--- src/rtl/if_id_queue_if.sv ---
// if_id_queue_if
// Bundles the fetch-side and decode-side signals of the fetch/decode
// instruction queue.
//   Fetch side : inValid, inPC, inInstruction (to queue), full (from queue)
//   Decode side: outReady, flush (to queue),
//                outValid, outPC, outInstruction (from queue)
//   Debug      : count (from queue), the current occupancy
// master modport: the fetch/decode stages that drive the queue.
// slave modport : the queue itself.
interface if_id_queue_if #(
    parameter int WORD_LEN = 16,
    parameter int DEPTH    = 4
);
    logic                      inValid;
    logic [WORD_LEN-1:0]       inPC;
    logic [WORD_LEN-1:0]       inInstruction;
    logic                      full;
    logic                      outReady;
    logic                      outValid;
    logic [WORD_LEN-1:0]       outPC;
    logic [WORD_LEN-1:0]       outInstruction;
    logic                      flush;
    logic [$clog2(DEPTH):0]    count;

    modport master (
        output inValid, inPC, inInstruction, outReady, flush,
        input  full, outValid, outPC, outInstruction, count
    );

    modport slave (
        input  inValid, inPC, inInstruction, outReady, flush,
        output full, outValid, outPC, outInstruction, count
    );
endinterface

--- src/rtl/if_id_queue.sv ---
// if_id_queue
// Instruction queue between fetch and decode. Buffers {PC, instruction}
// pairs in a DEPTH-entry circular buffer and presents the oldest entry
// show-ahead to decode. Fetch is frozen only when the queue is full; a
// branch/jump flush discards every queued entry.
// Ports:
//   clk - rising-edge clock
//   rst - synchronous active-high reset (clears pointers, count, storage)
//   q   - if_id_queue_if slave: fetch push side, decode pop side, flush,
//         full/outValid status and the debug occupancy count
module if_id_queue #(
    parameter int WORD_LEN = 16,
    parameter int DEPTH    = 4
) (
    input  logic clk,
    input  logic rst,
    if_id_queue_if.slave q
);
    localparam int PTR_W = $clog2(DEPTH);
    localparam int CNT_W = PTR_W + 1;

    logic [WORD_LEN-1:0] pcMem_q    [DEPTH];
    logic [WORD_LEN-1:0] instrMem_q [DEPTH];
    logic [PTR_W-1:0]    rdPtr_q, rdPtr_d;
    logic [PTR_W-1:0]    wrPtr_q, wrPtr_d;
    logic [CNT_W-1:0]    count_q, count_d;
    logic                push, pop;

    // Status is decoded purely from the registered count, so full has no
    // path from outReady: a pop at count==DEPTH does not free room for a
    // push in that same cycle.
    assign q.full     = (count_q == CNT_W'(DEPTH));
    assign q.outValid = (count_q != '0);
    assign q.count    = count_q;

    // Show-ahead head entry, forced to zero when nothing is queued.
    assign q.outPC          = q.outValid ? pcMem_q[rdPtr_q]    : '0;
    assign q.outInstruction = q.outValid ? instrMem_q[rdPtr_q] : '0;

    // A flush wins over both handshakes; the push it collides with is on
    // the wrong path and must never be stored.
    assign push = q.inValid && !q.full && !q.flush;
    assign pop  = q.outValid && q.outReady && !q.flush;

    // Next-state for pointers and occupancy.
    always_comb begin
        rdPtr_d = rdPtr_q;
        wrPtr_d = wrPtr_q;
        count_d = count_q;
        if (q.flush) begin
            rdPtr_d = '0;
            wrPtr_d = '0;
            count_d = '0;
        end else begin
            if (push) begin
                wrPtr_d = wrPtr_q + PTR_W'(1);
            end
            if (pop) begin
                rdPtr_d = rdPtr_q + PTR_W'(1);
            end
            case ({push, pop})
                2'b10:   count_d = count_q + CNT_W'(1);
                2'b01:   count_d = count_q - CNT_W'(1);
                default: count_d = count_q;
            endcase
        end
    end

    // State registers and storage. Storage is cleared on reset so the
    // outputs never show stale data after a reset.
    always_ff @(posedge clk) begin
        if (rst) begin
            rdPtr_q <= '0;
            wrPtr_q <= '0;
            count_q <= '0;
            for (int i = 0; i < DEPTH; i++) begin
                pcMem_q[i]    <= '0;
                instrMem_q[i] <= '0;
            end
        end else begin
            rdPtr_q <= rdPtr_d;
            wrPtr_q <= wrPtr_d;
            count_q <= count_d;
            if (push) begin
                pcMem_q[wrPtr_q]    <= q.inPC;
                instrMem_q[wrPtr_q] <= q.inInstruction;
            end
        end
    end
endmodule

--- src/flat_wrapper.sv ---
// flat-port wrapper written by rule: the top's interface ports become plain ports
module if_id_queue_flat 
#(
    parameter int WORD_LEN = 16,
    parameter int DEPTH    = 4
)
  (clk, rst, q_inValid, q_inPC, q_inInstruction, q_outReady, q_flush, q_full, q_outValid, q_outPC, q_outInstruction, q_count);
  if_id_queue_if #(.WORD_LEN(WORD_LEN), .DEPTH(DEPTH)) q_i ();
  input  logic clk;
  input  logic rst;
  input wire logic [$bits(q_i.inValid)-1:0] q_inValid;
  input wire logic [$bits(q_i.inPC)-1:0] q_inPC;
  input wire logic [$bits(q_i.inInstruction)-1:0] q_inInstruction;
  input wire logic [$bits(q_i.outReady)-1:0] q_outReady;
  input wire logic [$bits(q_i.flush)-1:0] q_flush;
  output wire logic [$bits(q_i.full)-1:0] q_full;
  output wire logic [$bits(q_i.outValid)-1:0] q_outValid;
  output wire logic [$bits(q_i.outPC)-1:0] q_outPC;
  output wire logic [$bits(q_i.outInstruction)-1:0] q_outInstruction;
  output wire logic [$bits(q_i.count)-1:0] q_count;
  assign q_i.inValid = q_inValid;
  assign q_i.inPC = q_inPC;
  assign q_i.inInstruction = q_inInstruction;
  assign q_i.outReady = q_outReady;
  assign q_i.flush = q_flush;
  assign q_full = q_i.full;
  assign q_outValid = q_i.outValid;
  assign q_outPC = q_i.outPC;
  assign q_outInstruction = q_i.outInstruction;
  assign q_count = q_i.count;
  if_id_queue #(.WORD_LEN(WORD_LEN), .DEPTH(DEPTH)) u_core (.clk(clk), .rst(rst), .q(q_i));
endmodule
--- config.mk ---
export PLATFORM = sky130hd
export DESIGN_NAME = if_id_queue_flat
export DESIGN_NICKNAME = d
export VERILOG_FILES = /design/src/rtl/if_id_queue_if.sv /design/src/rtl/if_id_queue.sv /design/src/flat_wrapper.sv
export SDC_FILE = /design/constraint.sdc
export NUM_CORES = 1
export LEC_CHECK = 0
export CAP_MARGIN = 20
export CORE_MARGIN = 5
export CORE_UTILIZATION = 45
export DETAILED_ROUTE_END_ITERATION = 6
export HOLD_SLACK_MARGIN = 0.12
export PLACE_DENSITY = 0.66
export SETUP_SLACK_MARGIN = 0.05
export SLEW_MARGIN = 10
export SYNTH_ARGS = -nofsm -noshare
export SYNTH_HDL_FRONTEND = slang
export SYNTH_SLANG_ARGS = --single-unit
--- constraint.sdc ---
create_clock -name clk -period 2.7 [get_ports clk]
set_input_delay 0.675 -clock clk [delete_from_list [all_inputs] [get_ports clk]]
set_output_delay 0.675 -clock clk [all_outputs]
set_load 0.02 [all_outputs]
Yosys cells after proc, flatten, opt, wreduce, memory -nomap -nowiden
Memories as Yosys holds them, arrays and structs flattened. A register that Yosys moved wholly into a read port is not among the register bits.
Index checks and enable logic that the tools add are counted.
{ "word_totals": {"ram_bits": 128, "output_inout_bits": 37, "elab_cells": 41, "n_memories": 2, "ff_bits": 7, "in_bits": 37} }
{ "classes": {"eq_ne": 3, "n_reduce_logical": 11, "n_mux": 18, "add_sub_neg": 4} }
{ "mem_list": {"columns": ["name", "depth", "width", "rd", "rd_clocked_by_memory_dff", "wr", "line_no", "text"], "rows": [
  ["u_core.instrMem_q", 4, 16, 1, 1, 4, "if_id_queue.sv:23", "logic [WORD_LEN-1:0] instrMem_q [DEPTH];"],
  ["u_core.pcMem_q", 4, 16, 1, 1, 4, "if_id_queue.sv:22", "logic [WORD_LEN-1:0] pcMem_q [DEPTH];"]
]} }
{ "ops": {"columns": ["cell", "n"], "rows": [
  ["16-bit two-way mux", 4],
  ["16-bit OR reduction", 2],
  ["2-bit two-way mux", 6],
  ["1-bit two-way mux", 7],
  ["3-bit case mux with 2 select lines", 1],
  ["2-bit by 1-bit adder with 2-bit output (second input constant)", 2],
  ["1-bit logical AND", 4],
  ["3-bit by 1-bit adder with 3-bit output (second input constant)", 1],
  ["3-bit == test (second input constant)", 1],
  ["3-bit nonzero test", 1],
  ["3-bit by 1-bit subtractor with 3-bit output (second input constant)", 1],
  ["2-bit by 1-bit == test with 1-bit output (second input constant)", 1],
  ["2-bit == test (second input constant)", 1],
  ["1-bit logical NOT", 2],
  ["2-bit nonzero test", 1],
  ["2-bit OR reduction", 1]
]} }

Longest topological paths before layout
{ "logic_depth": {"depth_word": 9, "ltp_mapped": 10} }

Least setup slack after synthesis
Ideal clock, no wire load.
{ "synth_path": {"kind": "reg-to-reg", "from": "register u_core.count_q[2], in the netlist u_core.q.count[2]", "to": "register u_core.count_q[2], in the netlist u_core.q.count[2]", "path_buffers": 0, "period_less_slack_ps": 2361, "setup_ps": 70, "slack_ps": 339, "arrival_time_ps": 2291, "required_ps": 2630, "stages_incl_launch_ff": 11, "path_cell_list": "dfxtp_1 > or3b_4 > inv_4 > nor2_1 > inv_1 > ha_1 > inv_1 > fa_1 > xor2_1 > or3_1 > a21oi_1"} }
{ "synth_between": {"elab_chain_len": 6} }
{ "synth_rtl": {"columns": ["element", "line_no", "text"], "rows": [
  ["start, declared", "if_id_queue.sv:26", "logic [CNT_W-1:0] count_q, count_d;"],
  ["start signal, assigned", "if_id_queue.sv:83", "count_q <= count_d;"],
  ["3-bit == test (*)", "if_id_queue.sv:32", "assign q.full = (count_q == CNT_W'(DEPTH));"],
  ["named net q_full", "flat_wrapper.sv:16", "output wire logic [$bits(q_i.full)-1:0] q_full;"],
  ["1-bit logical NOT (*)", "if_id_queue.sv:42", "assign push = q.inValid && !q.full && !q.flush;"],
  ["1-bit logical AND (*) (2 in series)", "if_id_queue.sv:42", null],
  ["2-bit by 1-bit == test with 1-bit output or 2-bit == test (tied branches)", "if_id_queue.sv:61", "case ({push, pop})"],
  ["3-bit case mux with 2 select lines or 2-bit nonzero test (tied branches)", null, null]
]} }
The timed path passes the listed nets; every way through them passes the cells marked *.
A chain may end at the register's enable or synchronous reset.

==> results.toml <==
[floorplan]
core_um2 = 13800
die_height_um = 128
io_pins = 74
fp-row-count = 43
fp.dieW_um = 128
die_area_um2 = 16400
initial_core_util_pct = 45.5

[global_routing]
grt_pass1_vias = 3785
grt_max_degree = 129
grt.overflow.total = 0
grt_first_pass_wirelength_um = 20600
antenna_found_initial = 0
grt_usage_pct = 16.8

[worst_setup_path]
rr_endpoint = "u_core.q.count[2]"
cp_max_fo = 11
r2r_cells = 10
reg2reg_from = "u_core.q.count[2]"
r2r_setup_slack_ns = 0.30
start_kind = "flop"
critPathKind = "reg -> out"
end_kind = "primary output"
cp.required_ns = 2.03
cp.arrival_ns = 1.94

[cells_and_area]
register_area_um2 = 4030
syn_to_final_growth_pct = 25.3
fill_cells = 1134
multi_input_area_um2 = 2010
nets = 531
final_area_um2 = 7860
final_cell_mix = "edfxtp_1, and3_1, clkdlybuf4s50_1"
mostFrequentLayoutCell = "edfxtp_1"
antenna_cells = 0
layout.cells.non_filler = 685
drive_gt1_share_pct = 25.1

[synthesis]
synth_nets = 449
synth_seq_cells = 137
syn_avg_cell_area_um2 = 15.3
seq_area_frac_synth_pct = 64.2
synth_cell_types = 29
netlist_instances = 410
ys_warn_count = 0
syn-cell-area_um2 = 6270

[sta]
fin_skew_ns = 0.0116
report.final.slew_viol_count = 0
layout_min_cycle_time_ns = 2.61
max_freq_ghz = 0.382
rsz0062_at_grt = "yes"
relSlewSlack_pct = 72.9
setup_viol = 0
whs_ns = 0.535
hold_viol = 0
tns_ns = 0
post-route-period-util_pct = 96.8
worstMarginPinSlew_ns = 0.407

[routing]
totalWireLength_um = 13400
via_count = 3672
drtAntennaViolNets = 0
first_pass_iters = 4
drt_iter0_drc = 321
avgRoutedWirePerCell_um = 19.6
drc = 0
via_per_inst = 5.36

[cts]
cts_buffer_depth = 2
cts_made_buffers = 17
cts_hold_buf = 0
cts_root_buffer = "clkbuf_16"
clk_pin_slew_ns = 0.06
clk_latency_ns = 0.41
cts_max_level = 4
cts.sinks = 137
cts_tree = "done"

[hold_path]
whs_path_depth = 2
hold_start = "u_core.rdPtr_q[1]"
holdCritPathClass = "reg -> reg"

[place]
globalplace.congestion = 0.748
portBuffers = 73
placed_area_um2 = 7250
dpl.hpwl_um = 7160
place_inst = 647

[run_status]
status = "finished clean"

[power_and_ir_drop]
leakage_nw = 3.17
irDropWorstVdd_mv = 0.356
power_density_nw_per_um2 = 637

[flow_run]
max_cap_viol_count = 0
==> cell usage after synthesis <==
master | n | area, µm²
or3b_4 | 1 | 11.3
mux4_2 | 32 | 721
a31o_2 | 1 | 8.76
nand3_1 | 2 | 10.0
or3_1 | 2 | 12.5
fa_1 | 1 | 20.0
edfxtp_1 | 128 | 3840
buf_2 | 4 | 20.0
o31ai_1 | 2 | 15.0
buf_6 | 14 | 158
xor2_1 | 3 | 26.3
and3_1 | 96 | 601
a21o_1 | 2 | 15.0
nand2_1 | 1 | 3.75
nand2b_1 | 2 | 12.5
inv_4 | 1 | 6.26
inv_1 | 6 | 22.5
clkbuf_1 | 13 | 48.8
a21oi_1 | 5 | 25.0
ha_1 | 1 | 12.5
and2_1 | 32 | 200
nor2_1 | 8 | 30.0
o21ai_0 | 3 | 15.0
nor3_1 | 1 | 5.00
buf_1 | 3 | 11.3
nor3_2 | 1 | 10.0
nor2b_1 | 35 | 219
or2_2 | 1 | 6.26
dfxtp_1 | 9 | 180
==> kinds of logic (layout without fill, tap and decap cells) <==
family / Yosys count / in the layout / share of synthesized area (%)
AO/OA/AOI/OAI: 13 / 13 / 1.26
adder cells (fa/ha/maj): 2 / 2 / 0.519
buffers and inverters: 41 / 136 / 4.25
XOR/XNOR: 3 / 3 / 0.419
AND/OR/NAND/NOR: 182 / 182 / 17.9
flip-flops: 137 / 137 / 64.2
multiplexers: 32 / 32 / 11.5
==> repair_timing <==
| action | in CTS | in global routing |
|---|---|---|
| gates cloned | 1 | 1 |
| pin swaps | 0 | 1 |
| setup buffers | 0 | 4 |
| endpoints found under the hold margin | 0 | 0 |
| setup endpoints to repair | 33 | 33 |
| gates resized for setup | 78 | 16 |
==> worst max path at each step <==
stage                                  from  slack, ns                  end  depth (start not counted)
after floorplan           u_core.q.count[2]       0.34    u_core.q.count[2]                         10
after global placement           q_outReady       0.11    u_core.q.count[2]                          9
after detailed placement         q_outReady       0.02    u_core.q.count[2]                          9
after CTS                              flop       0.02  q_outInstruction[5]                          4
after global routing                   flop       0.01           q_outPC[6]                          4
final                                  flop       0.09           q_outPC[0]                          4
==> layer usage <==
metal,GRT usage (%),vias to the layer above,share of wire [%]
met3,4.25,8,5.8
met2,28.1,92,52
met4,4.99,0,0.75
met5,0,-,0
met1,21.6,1849,41
li1,-,1723,-
==> flip-flops by register name, indices dropped and copies added (netlist names), named ones only <==
register           flops
u_core.q.count         3
u_core.rdPtr_q         2
u_core.pcMem_q        64
u_core.wrPtr_q         2
u_core.instrMem_q     64
==> worst max-delay path, cell delays in order (launching register included) <==
cell and delay (ns):
dfxtp_4 0.42, buf_12 0.18, mux4_2 0.52, nor2b_1 0.15, clkdlybuf4s15_2 0.25
==> final cells by class <==
| type | count | share of cell area [%] |
|---|---|---|
| well taps | 180 | 2.87 |
| clock inverters | 6 | 0.398 |
| inverters | 7 | 0.366 |
| clock buffers | 26 | 7.02 |
| multi-input cells | 232 | 25.6 |
| repair buffers | 97 | 12.5 |
| flip-flops and latches | 137 | 51.3 |
==> per-stage QoR <==
stage | util, % | power, W | setup WS (ns)
after floorplan | - | 0.00266 | 0.339
final | 57.0 | 0.00500 | 0.0854
after CTS | 57.2 | 0.00503 | 0.0219
after global placement | 52.6 | 0.00282 | 0.106
after detailed placement | 52.6 | 0.00283 | 0.0170
after global routing | 57.0 | 0.00517 | 0.0149
==> power breakdown <==
part | switching [W] | total, W | internal, W
clock | 0.000819 | 0.00222 | 0.00140
sequential | 0.0000250 | 0.00244 | 0.00242
combinational | 0.000174 | 0.000344 | 0.000170
total | 0.00102 | 0.00500 | 0.00399
Note: power is estimated with default switching activity, not from simulation.
==> edit: new RTL, same settings <==
`DEPTH` is set to 4 in 3 places; all go to 16.
--- a/src/rtl/if_id_queue_if.sv
+++ b/src/rtl/if_id_queue_if.sv
@@ -9,7 +9,7 @@
 // slave modport : the queue itself.
 interface if_id_queue_if #(
     parameter int WORD_LEN = 16,
-    parameter int DEPTH    = 4
+    parameter int DEPTH    = 16
 );
     logic                      inValid;
     logic [WORD_LEN-1:0]       inPC;
--- a/src/rtl/if_id_queue.sv
+++ b/src/rtl/if_id_queue.sv
@@ -10,7 +10,7 @@
 //         full/outValid status and the debug occupancy count
 module if_id_queue #(
     parameter int WORD_LEN = 16,
-    parameter int DEPTH    = 4
+    parameter int DEPTH    = 16
 ) (
     input  logic clk,
     input  logic rst,
--- a/src/flat_wrapper.sv
+++ b/src/flat_wrapper.sv
@@ -2,7 +2,7 @@
 module if_id_queue_flat 
 #(
     parameter int WORD_LEN = 16,
-    parameter int DEPTH    = 4
+    parameter int DEPTH    = 16
 )
   (clk, rst, q_inValid, q_inPC, q_inInstruction, q_outReady, q_flush, q_full, q_outValid, q_outPC, q_outInstruction, q_count);
   if_id_queue_if #(.WORD_LEN(WORD_LEN), .DEPTH(DEPTH)) q_i ();
Interface: changed (resized q_count); port bits go from 74 to 76. The function was not compared with the original's and may differ.
==> edit against the original RTL <==
Core utilization shrank 2.6 points; area after synthesis grew to 3.9 times the old value; total power grew to 3.5 times the old value; setup slack lost 0.70 ns; cell area grew to 3.7 times the old value; sequential share of layout area grew 2.3 points; critical path depth grew 3; sequential cell count grew 392; routed wire length grew to 4.8 times the old value; largest power group unchanged; cell count grew to 3.5 times the old value; critical path type unchanged; the flow now finishes with violations (setup timing).
==> edit: results (changes against the original RTL) <==
stage,metric,value,unit,change
outcome,status,"complete, but fails checks",,
outcome,failing checks,setup timing,,
clocking,Clock Tree Buf Depth,3,,+1
global_route,vias in the first global route,14328,,+280%
clocking,PostCTS Resize Cnt,203,,+160%
routing,DR vias/cell,5.637,,+5.2%
pwr,LEAKAGE,10.67,nW,+240%
setup_path,register-to-register setup slack,0.12,ns,-0.18 ns
routing,DR iter-0 viols,1229,,+280%
place,dpl cells,2293,,+250%
synth,synth cell count leaders,"edfxtp_1 (512), and2_1 (506), mux4_2 (128)",,
global_route,first-pass GRT wire length,95540,um,+360%
finish,layout cell share with drive strength beyond 1,29.75,%,+4.6 points
synth,syn_nets,1553,,+250%
global_route,grt met1 use,28.53,%,+6.9 points
timing,clk_skew,0.02443,ns,+0.01279 ns
global_route,initial antenna violation count,4,,+4
global_route,grt met3 use,3.836,%,-0.41 points
place,detailed placement HPWL,38800,um,+440%
routing,DR pass1 iterations,5,,+1
synth,unique cell type count in the Yosys netlist,46,,+59%
routing,Post-Route WL,64810,um,+380%
worst_hold_path,Worst Min Path Start,u_core.rdPtr_q[3],,
global_route,largest net degree at the start of global routing,33,,-74%
pwr,peak supply drop,517.8,uV,+46%
clocking,cts bufs inserted,55,,+38
clocking,CTS H-tree lvls,2,,-2
finish,NumNets Final,1729,,+230%
routing,post-DR wirelength/cell,26.72,um,+36%
setup_path,largest fanout on the critical path,7,,-4
setup_path,Crit Reg-Reg Endpoint,u_core.q.count[4],,
place,# port buffers,75,,+2.7%
timing,Max-slew headroom,62.56,%,-10 points
place,dpl ws,-0.3531,ns,-0.3702 ns
routing,met3 wire len,4825,um,+520%
pwr,Sequential Power Share,53.2,%,+4.4 points
timing,Final WS setup,-0.6163,ns,-0.7017 ns
clocking,Setup Buffers After CTS,20,,+20
synth,top post-synthesis cells by area,"edfxtp_1 (63%), and2_1 (13%), mux4_2 (12%)",,
setup_path,CP arrival,2.64,ns,+0.70 ns
timing,Final setup viols,32,,+32
pwr,P_int,13.85,mW,+250%
clocking,clk_lat worst skew,0.60,ns,+0.19 ns
global_route,total track usage,21.74,%,+5.0 points
synth,post-synthesis sequential area ratio,63.94,%,-0.24 points
pwr,Comb power frac,5.3,%,-1.6 points
timing,hold slack,0.5374,ns,+0.001975 ns
place,GPL Wtd Cong,0.8217,,+9.9%
synth,Syn Area/Cell,16.32,um^2,+6.7%
routing,met2 WL post-DR,32630,um,+370%
pwr,sequential power,9.33,mW,+280%
routing,Metal-1 WL,25590,um,+360%
synth,"EDFF count, synth",512,,+300%
[edit: cell count changes after synthesis, sizes merged, moves of 6 or more]
| cell | before | now |
|---|---|---|
| dfxtp | 9 | 17 |
| and2 | 32 | 520 |
| mux4 | 32 | 128 |
| nor2b | 35 | 24 |
| a221o | 0 | 32 |
| ha | 1 | 9 |
| or2 | 1 | 17 |
| xnor2 | 0 | 6 |
| clkbuf | 13 | 52 |
| edfxtp | 128 | 512 |
| nor2 | 8 | 31 |
| buf | 21 | 74 |
| mux2 | 0 | 32 |
| and3 | 96 | 0 |
[edit: logic make-up (layout without fill, tap and decap cells)]
| family | Yosys count | count (layout) | synth area share, % |
|---|---|---|---|
| multiplexers | 163 | 163 | 13.32 |
| buffers and inverters | 130 | 352 | 3.655 |
| adder cells (fa/ha/maj) | 10 | 10 | 0.5396 |
| other | 0 | 1 | 0 |
| AO/OA/AOI/OAI | 51 | 51 | 2.123 |
| flip-flops | 529 | 529 | 63.94 |
| AND/OR/NAND/NOR | 615 | 615 | 16.14 |
| XOR/XNOR | 8 | 8 | 0.2851 |
[edit: worst max path at each step]
stage	startpoint	to	slack [ns]	cells past startpoint
floorplan	q_flush	u_core.instrMem_q[2][0]	0.05	4
global placement	flop	q_outInstruction[9]	-0.35	5
detailed placement	flop	q_outInstruction[2]	-0.35	5
CTS	flop	q_outPC[9]	-0.66	7
global route	flop	q_outInstruction[15]	-0.67	7
finish	flop	q_outPC[9]	-0.62	7
[edit: layout make-up]
cell class | count | area [um^2]
fillers | 4245 | 24560
diodes | 1 | 2.502
repair buffers | 245 | 2899
well taps | 696 | 870.8
clock inverters | 24 | 197.7
clock buffers | 79 | 1528
flip-flops and latches | 529 | 15730
multi-input cells | 847 | 8114
inverters | 4 | 15.01
